$ cat config.mk
export PLATFORM = sky130hd
export DESIGN_NAME = shift_reg_fifo
export DESIGN_NICKNAME = d
export VERILOG_FILES = /design/src/rtl/fifo_pkg.sv /design/src/rtl/shift_reg_fifo_store.sv /design/src/rtl/shift_reg_fifo.sv
export SDC_FILE = /design/constraint.sdc
export NUM_CORES = 1
export LEC_CHECK = 0
export ABC_AREA = 1
export CAP_MARGIN = 20
export CORE_UTILIZATION = 52
export CTS_BUF_LIST = sky130_fd_sc_hd__clkbuf_8
export DETAILED_ROUTE_END_ITERATION = 16
export GPL_TIMING_DRIVEN = 0
export PLACE_DENSITY = 0.71
export RECOVER_POWER = 25
export SETUP_SLACK_MARGIN = 0.15
export SLEW_MARGIN = 5
export SYNTH_ARGS = -nofsm -noshare
export SYNTH_HDL_FRONTEND = slang
export SYNTH_SLANG_ARGS = --single-unit
export TNS_END_PERCENT = 30
$ cat constraint.sdc
create_clock -name clk_i -period 14.54 [get_ports clk_i]
set_clock_uncertainty 0.1 [all_clocks]
set_input_delay 3.635 -clock clk_i [delete_from_list [all_inputs] [get_ports clk_i]]
set_output_delay 3.635 -clock clk_i [all_outputs]
set_load 0.005 [all_outputs]
$ cat src/rtl/fifo_pkg.sv
// Shared FIFO definitions: read-mode selectors and count-width derivation.
package fifo_pkg;

   localparam bit StdMode  = 1'b0;
   localparam bit FwftMode = 1'b1;

   // One extra bit so the count can represent Depth itself.
   function automatic int count_width(input int depth);
      return $clog2(depth) + 1;
   endfunction

endpackage

$ cat src/rtl/shift_reg_fifo_store.sv
// Depth x Width shift storage: a write shifts din into entry 0, the read mux picks any entry.
module shift_reg_fifo_store #(
   parameter int Width     = 9,
   parameter int Depth     = 16,
   parameter int AddrWidth = $clog2(Depth)
) (
   input  logic                 clk_i,
   input  logic                 shift_en_i,
   input  logic [Width-1:0]     din_i,
   input  logic [AddrWidth-1:0] rd_idx_i,
   output logic [Width-1:0]     dout_o
);

   // No reset on the storage so it can map onto shift-register primitives.
   logic [Depth-1:0][Width-1:0] mem_q;

   always_ff @(posedge clk_i) begin
      if (shift_en_i) mem_q <= {mem_q[Depth-2:0], din_i};
   end

   assign dout_o = mem_q[rd_idx_i];

endmodule

$ cat src/rtl/shift_reg_fifo.sv
// Parametrised shift-register FIFO with standard or first-word-fall-through read,
// handshake pulses, programmable thresholds and an exact data count.
module shift_reg_fifo
   import fifo_pkg::*;
#(
   parameter int Width          = 9,
   parameter int Depth          = 16,
   parameter bit Fwft           = StdMode,
   parameter int ProgFullValue  = 14,
   parameter int ProgEmptyValue = 5
) (
   input  logic                                clk_i,
   input  logic                                srst_n_i,
   input  logic [Width-1:0]                    din_i,
   input  logic                                wr_en_i,
   input  logic                                rd_en_i,
   output logic [Width-1:0]                    dout_o,
   output logic                                valid_o,
   output logic                                wr_ack_o,
   output logic                                overflow_o,
   output logic                                underflow_o,
   output logic                                full_o,
   output logic                                empty_o,
   output logic                                prog_full_o,
   output logic                                prog_empty_o,
   output logic [count_width(Depth)-1:0]       data_count_o
);

   localparam int CountWidth = count_width(Depth);
   localparam int AddrWidth  = $clog2(Depth);

   logic [CountWidth-1:0] count_q, count_d;
   logic                  full_q, empty_q, prog_full_q, prog_empty_q;
   logic                  wr_ack_q, overflow_q, underflow_q;
   logic                  wr_ok, rd_ok;
   logic [AddrWidth-1:0]  head_idx;
   logic [Width-1:0]      head_data;

   assign wr_ok   = wr_en_i & ~full_q;
   assign rd_ok   = rd_en_i & ~empty_q;
   assign count_d = count_q + CountWidth'(wr_ok) - CountWidth'(rd_ok);

   // Oldest word sits at entry count-1; a same-cycle read+write keeps that index.
   assign head_idx = count_q[AddrWidth-1:0] - AddrWidth'(1);

   shift_reg_fifo_store #(
      .Width     (Width),
      .Depth     (Depth),
      .AddrWidth (AddrWidth)
   ) u_store (
      .clk_i      (clk_i),
      .shift_en_i (wr_ok),
      .din_i      (din_i),
      .rd_idx_i   (head_idx),
      .dout_o     (head_data)
   );

   always_ff @(posedge clk_i) begin
      if (!srst_n_i) begin
         count_q      <= '0;
         full_q       <= 1'b0;
         empty_q      <= 1'b1;
         prog_full_q  <= 1'b0;
         prog_empty_q <= 1'b1;
         wr_ack_q     <= 1'b0;
         overflow_q   <= 1'b0;
         underflow_q  <= 1'b0;
      end else begin
         count_q      <= count_d;
         full_q       <= (count_d == CountWidth'(Depth));
         empty_q      <= (count_d == '0);
         prog_full_q  <= (count_d >= CountWidth'(ProgFullValue));
         prog_empty_q <= (count_d <= CountWidth'(ProgEmptyValue));
         wr_ack_q     <= wr_ok;
         overflow_q   <= wr_en_i & full_q;
         underflow_q  <= rd_en_i & empty_q;
      end
   end

   generate
      if (Fwft) begin : g_fwft
         assign dout_o  = head_data;
         assign valid_o = ~empty_q;
      end else begin : g_std
         logic [Width-1:0] dout_q;
         logic             valid_q;

         always_ff @(posedge clk_i) begin
            if (!srst_n_i) begin
               dout_q  <= '0;
               valid_q <= 1'b0;
            end else begin
               valid_q <= rd_ok;
               if (rd_ok) dout_q <= head_data;
            end
         end

         assign dout_o  = dout_q;
         assign valid_o = valid_q;
      end
   endgenerate

   assign wr_ack_o     = wr_ack_q;
   assign overflow_o   = overflow_q;
   assign underflow_o  = underflow_q;
   assign full_o       = full_q;
   assign empty_o      = empty_q;
   assign prog_full_o  = prog_full_q;
   assign prog_empty_o = prog_empty_q;
   assign data_count_o = count_q;

endmodule

After elaboration in Yosys (flattened, before gate mapping)
Cells that the tools add are included.
{"block": "totals", "regBits": 166, "inputBits": 13, "out_inout_bits": 22, "elab_cells": 42}
{"block": "op_classes", "n_addsub": 3, "n_lt_le_gt_ge": 3, "n_eq_ne": 1, "mux": 2, "bitwise": 6, "n_reduce_logical": 1}
{"cell": "binary-select mux 9 bit (select 4 bit)", "count": 1}
{"cell": "two-way mux 9 bit", "count": 1}
{"cell": "adder 5 x 1 -> 5 bit", "count": 1}
{"cell": "equality test 5 bit, second input constant", "count": 1}
{"cell": ">= comparator 5 x 4 -> 1 bit, second input constant", "count": 1}
{"cell": "less-or-equal comparator 5 x 3 -> 1 bit, second input constant", "count": 1}
{"cell": "zero test 5 bit", "count": 1}
{"cell": "< comparator 4 x 5 -> 1 bit, second input constant", "count": 1}
{"cell": "subtractor 5 x 1 -> 5 bit", "count": 1}
{"cell": "AND 1 bit", "count": 4}
{"cell": "subtractor 4 x 1 -> 4 bit, second input constant", "count": 1}
{"cell": "NOT 1 bit", "count": 2}

Logic depth before layout (Yosys ltp)
{"block": "logic_depth", "ltp_word": 5, "ltp_mapped": 13, "ltp_nobuf": 13}

Modules after synthesis
A second synthesis with hierarchy kept.
{"block": "unflattened", "hier_cells": 710, "hier_area_um2": 7221.9}
{"mod": "shift_reg_fifo_store", "n_inst": 1, "cells_each": 579, "area_each_um2": 6211.0, "seq_area_each_um2": 4324.1}
{"mod": "shift_reg_fifo", "n_inst": 1, "cells_each": 131, "area_each_um2": 1011.0, "seq_area_each_um2": 440.4}

Worst setup path after synthesis
OpenSTA, ideal clock, no wires.
{"block": "synth_path", "kind": "input -> register", "startpoint": "input port wr_en_i", "endpoint": "register prog_full_q, in the netlist prog_full_o", "setup_time_ns": 0.113, "t_arrival_ns": 11.793, "t_required_ns": 14.327, "path_slack_ns": 2.533, "stages": 13, "path_buffers": 0, "path_cell_list": "inv_1 nor2_1 inv_1 ha_1 inv_1 ha_1 fa_1 nand3_1 nand2_1 xnor2_1 nor2_1 inv_1 nand2_1"}
{"block": "synth_via", "elab_chain_len": 4}
{"item": "from (decl)", "line": "shift_reg_fifo.sv:15", "rtl": "input logic wr_en_i,"}
{"item": "AND 1 bit", "line": "shift_reg_fifo.sv:39", "rtl": "assign wr_ok = wr_en_i & ~full_q;"}
{"item": "via u_store.shift_en_i", "line": "shift_reg_fifo_store.sv:8", "rtl": "input logic shift_en_i,"}
{"item": "adder 5 x 1 -> 5 bit", "line": "shift_reg_fifo.sv:41", "rtl": "assign count_d = count_q + CountWidth'(wr_ok) - CountWidth'(rd_ok);"}
{"item": "subtractor 5 x 1 -> 5 bit", "line": "shift_reg_fifo.sv:41"}
{"item": ">= comparator 5 x 4 -> 1 bit", "line": "shift_reg_fifo.sv:72", "rtl": "prog_full_q <= (count_d >= CountWidth'(ProgFullValue));"}
{"item": "to (signal assigned)", "line": "shift_reg_fifo.sv:72"}
{"item": "to (decl)", "line": "shift_reg_fifo.sv:33", "rtl": "logic full_q, empty_q, prog_full_q, prog_empty_q;"}
The timed path passes the listed nets, and every way through them passes these cells.
A chain may end at the register's enable or synchronous reset.

Final worst setup path
{"block": "layout_path", "startpoint": "input port rd_en_i", "endpoint": "register empty_q, in the netlist empty_o"}
{"block": "layout_via", "elab_chain_len": 3}
{"item": "from (decl)", "line": "shift_reg_fifo.sv:16", "rtl": "input logic rd_en_i,"}
{"item": "AND 1 bit", "line": "shift_reg_fifo.sv:40", "rtl": "assign rd_ok = rd_en_i & ~empty_q;"}
{"item": "via rd_ok", "line": "shift_reg_fifo.sv:35", "rtl": "logic wr_ok, rd_ok;"}
{"item": "subtractor 5 x 1 -> 5 bit", "line": "shift_reg_fifo.sv:41"}
{"item": "via count_d[1]", "line": "shift_reg_fifo.sv:32", "rtl": "logic [CountWidth-1:0] count_q, count_d;"}
{"item": "zero test 5 bit", "line": "shift_reg_fifo.sv:71", "rtl": "empty_q <= (count_d == '0);"}
{"item": "to (signal assigned)", "line": "shift_reg_fifo.sv:71"}
{"item": "to (decl)", "line": "shift_reg_fifo.sv:33"}
The timed path passes the listed nets, and every way through them passes these cells.

==> impl_metrics.py <==
metrics = {
    "route": {
        "dr_total_vias": 4654,
        "drc": 0,
        "detail_route.wl_per_cell_um": 15.2,
        "detail_route.vias_per_cell": 5.02,
        "detailedRoute.firstPassIterationCount": 5,
        "postRouteAntennaNets": 0,
        "drt_first_iter_violations": 337,
        "sum_of_routed_wire_length_over_all_layers_um": 14100,
    },
    "die": {
        "floorplan.die.height_um": 118,
        "core-area_um2": 13200,
        "die_area_um2": 14000,
        "io-pin-count": 35,
        "die-width_um": 118,
        "core.rowCount": 42,
        "starting_utilization_of_the_core_area": 0.532,
    },
    "clock_network": {
        "cts_buffer_depth": 2,
        "cts.hold.buffers_added": 0,
        "ctsResizeCount": 0,
        "tritoncts": "built",
        "cts.reportedPaths.clkPinSlew_ns": 0.08,
        "clock_tree.root_cell": "sky130_fd_sc_hd__clkbuf_8",
        "cts_max_level": 4,
        "number_of_buffers_inserted_by_post_cts_setup_repair": 0,
        "cts.sinks": 166,
        "numCtsBuffers": 17,
        "clock_network_latency_to_the_later_pin_of_the_worst_skew_pair_ns": 0.45,
    },
    "setup_path": {
        "setup.reg_to_reg.worst_slack_ns": 11.65,
        "crit_fanout": 10,
        "worstSetupStartpoint": "rd_en_i",
        "startpoint_type": "input port",
        "ff2ff_path_depth": 9,
        "criticalPathCategory": "input port to flip-flop",
        "critPathRequiredTime_ns": 14.80,
        "regToRegEndpoint": "empty_o$_SDFF_PN1_",
        "capturing_element_type_of_the_critical_path": "flip-flop",
        "cp-endpoint": "empty_o$_SDFF_PN1_",
        "critical_path_arrival_ns": 6.51,
        "r2r_start": "empty_o$_SDFF_PN1_",
    },
    "sta": {
        "fin_worst_hold_slack_ns": 0.349,
        "unrepaired_setup_endpoints_after_global_routing": "no",
        "fmax_mhz": 160,
        "tightestPinTransition_ns": 0.690,
        "setup_viol": 0,
        "final.min_clock_period_ns": 6.25,
        "fin_crit_sh": 0.430,
        "hold_viol": 0,
        "slew_headroom": 0.539,
        "final_max_slew_viol_count": 0,
    },
    "finish": {
        "stdcell_count": 927,
        "final_nets": 760,
        "final_util": 0.618,
        "diodes": 0,
        "final_layout_size_suffix_gt1_frac": 0.0799,
        "n_fill_cell": 1081,
        "layout.cell_area.non_filler_um2": 8180,
        "area_growth_syn_to_layout_pct": 16.1,
    },
    "grt": {
        "grt_usage": 0.214,
        "number_of_antenna_violations_at_the_first_check_in_global_routing": 0,
        "pin_count_of_the_biggest_net_entering_global_routing": 31,
        "first_global_vias": 4564,
        "global_route.overflow_total": 0,
        "grt_pass1_wl_um": 22800,
    },
    "run_status": {
        "run_status": "complete, no violations",
    },
    "place": {
        "placed_cells": 895,
        "routabilityCongestion": 0.831,
        "place_area_um2": 7730,
        "dp.final_hpwl_um": 9800,
        "port_buffers": 34,
    },
    "pwr": {
        "power_density_nw_per_um2": 219,
        "vdd_drop_max_mv": 0.143,
        "cellLeakagePower_nw": 3.58,
        "post-layout-total-power_w": 0.00179,
    },
    "flow_run": {
        "cap_violations": 0,
    },
    "logic_synthesis": {
        "synth.ff_latch_count": 166,
        "synth-warning-count": 0,
        "synth_seq_area_share": 0.676,
        "post_synth_main_area_contributors": "sky130_fd_sc_hd__edfxtp_1 (61%), sky130_fd_sc_hd__nand2_1 (13%), sky130_fd_sc_hd__nand3_1 (7.3%)",
        "synth.lib_cells_used.distinct": 24,
        "mappedNetlistArea_um2": 7050,
        "synth_largest_type_area_fraction": 0.614,
        "postSynthNetCount": 702,
        "mean_area_per_synthesized_cell_um2": 10.4,
        "post_synth_inst_count": 680,
        "post-synth-top-area-cell": "sky130_fd_sc_hd__edfxtp_1",
    },
    "hold_path": {
        "hp-class": "flip-flop to flip-flop",
        "worstHoldPathCells": 0,
        "hp-start": "u_store.mem_q[78]$_DFFE_PP_",
    },
}
[report_power, final]
| part | internal (W) | leakage [nW] | switching, W |
|---|---|---|---|
| Clock | 0.000208 | 0.239 | 0.000165 |
| Combinational | 0.000246 | 1.75 | 0.000445 |
| Sequential | 0.000668 | 1.59 | 0.0000572 |
| Total | 0.00112 | 3.58 | 0.000667 |
[flip-flops by register name, summed over array words and instances (netlist names)]
signal / flops
data_count_o: 5
prog_full_o: 1
wr_ack_o: 1
full_o: 1
prog_empty_o: 1
underflow_o: 1
valid_o: 1
u_store.mem_q: 144
empty_o: 1
dout_o: 9
overflow_o: 1
[cells in the final DEF, fill, tap and decap left out, types with 3 or more instances in the layout]
cell and count:
sky130_fd_sc_hd__clkbuf_8 18, sky130_fd_sc_hd__nand2_1 235, sky130_fd_sc_hd__inv_1 98, sky130_fd_sc_hd__bufinv_16 5
sky130_fd_sc_hd__dfxtp_1 22, sky130_fd_sc_hd__xnor2_1 3, sky130_fd_sc_hd__clkinv_2 4, sky130_fd_sc_hd__buf_12 3
sky130_fd_sc_hd__clkbuf_1 11, sky130_fd_sc_hd__edfxtp_1 144, sky130_fd_sc_hd__nor2_1 26, sky130_fd_sc_hd__buf_2 11
sky130_fd_sc_hd__ha_1 8, sky130_fd_sc_hd__clkdlybuf4s50_1 34, sky130_fd_sc_hd__nand3_1 103
[final cells by class]
cell class,count,area [um^2],share of cell area
flip-flops and latches,166,4760,0.582
repair buffers,39,455,0.0557
inverters,99,372,0.0454
plain buffers,26,134,0.0164
multi-input cells,389,1790,0.218
clock buffers,18,248,0.0303
well taps,176,220,0.0269
clock inverters,14,204,0.0249
[cell families after synthesis]
family / Yosys count / share of synthesized area
simple gates: 370 / 0.218
flops: 166 / 0.676
buf+inv: 125 / 0.0717
fa+ha+maj: 9 / 0.0170
xor+xnor: 8 / 0.0158
compound gates: 2 / 0.00142
[synthesized netlist by cell type (all sizes together)]
library cell,number
clkbuf,11
a21oi,2
inv,98
edfxtp,144
dfxtp,22
xor2,4
ha,8
nor3,2
xnor2,4
nand3,104
clkinv,1
fa,1
buf,15
nand2,237
nor2,27
[how the worst min path moves through the flow]
| stage | to | slack [ns] |
|---|---|---|
| final | u_store.mem_q[87]$_DFFE_PP_ | 0.35 |
| after global routing | u_store.mem_q[16]$_DFFE_PP_ | 0.36 |
| after CTS | u_store.mem_q[87]$_DFFE_PP_ | 0.35 |
| after detailed placement | u_store.mem_q[25]$_DFFE_PP_ | 0.33 |
| after global placement | u_store.mem_q[96]$_DFFE_PP_ | 0.33 |
| after floorplan | u_store.mem_q[100]$_DFFE_PP_ | 0.33 |
[metrics by stage]
| step | TNS [ns] | setup slack [ns] |
|---|---|---|
| after global routing | 0 | 8.11 |
| after floorplan | 0 | 2.53 |
| after CTS | 0 | 8.34 |
| final | 0 | 8.29 |
| after detailed placement | 0 | 7.89 |
| after global placement | -2.67 | -0.524 |
[worst max-delay path: stages]
cell and delay (ns):
sky130_fd_sc_hd__clkdlybuf4s50_1 0.48, sky130_fd_sc_hd__inv_1 0.06, sky130_fd_sc_hd__nor2_1 0.53, sky130_fd_sc_hd__buf_6 0.25, sky130_fd_sc_hd__ha_1 0.24, sky130_fd_sc_hd__inv_1 0.06, sky130_fd_sc_hd__ha_1 0.20, sky130_fd_sc_hd__fa_1 0.50
sky130_fd_sc_hd__nor3_1 0.22, sky130_fd_sc_hd__nand2_1 0.11, sky130_fd_sc_hd__a21oi_1 0.22
[metal layers]
| layer | track usage | share of wire | vias up |
|---|---|---|---|
| met3 | 0.0492 | 0.051 | 18 |
| li1 | - | - | 2303 |
| met2 | 0.352 | 0.49 | 122 |
| met1 | 0.283 | 0.44 | 2211 |
| met5 | 0 | 0 | - |
| met4 | 0.0704 | 0.011 | 0 |
(Power assumes the default switching activity.)
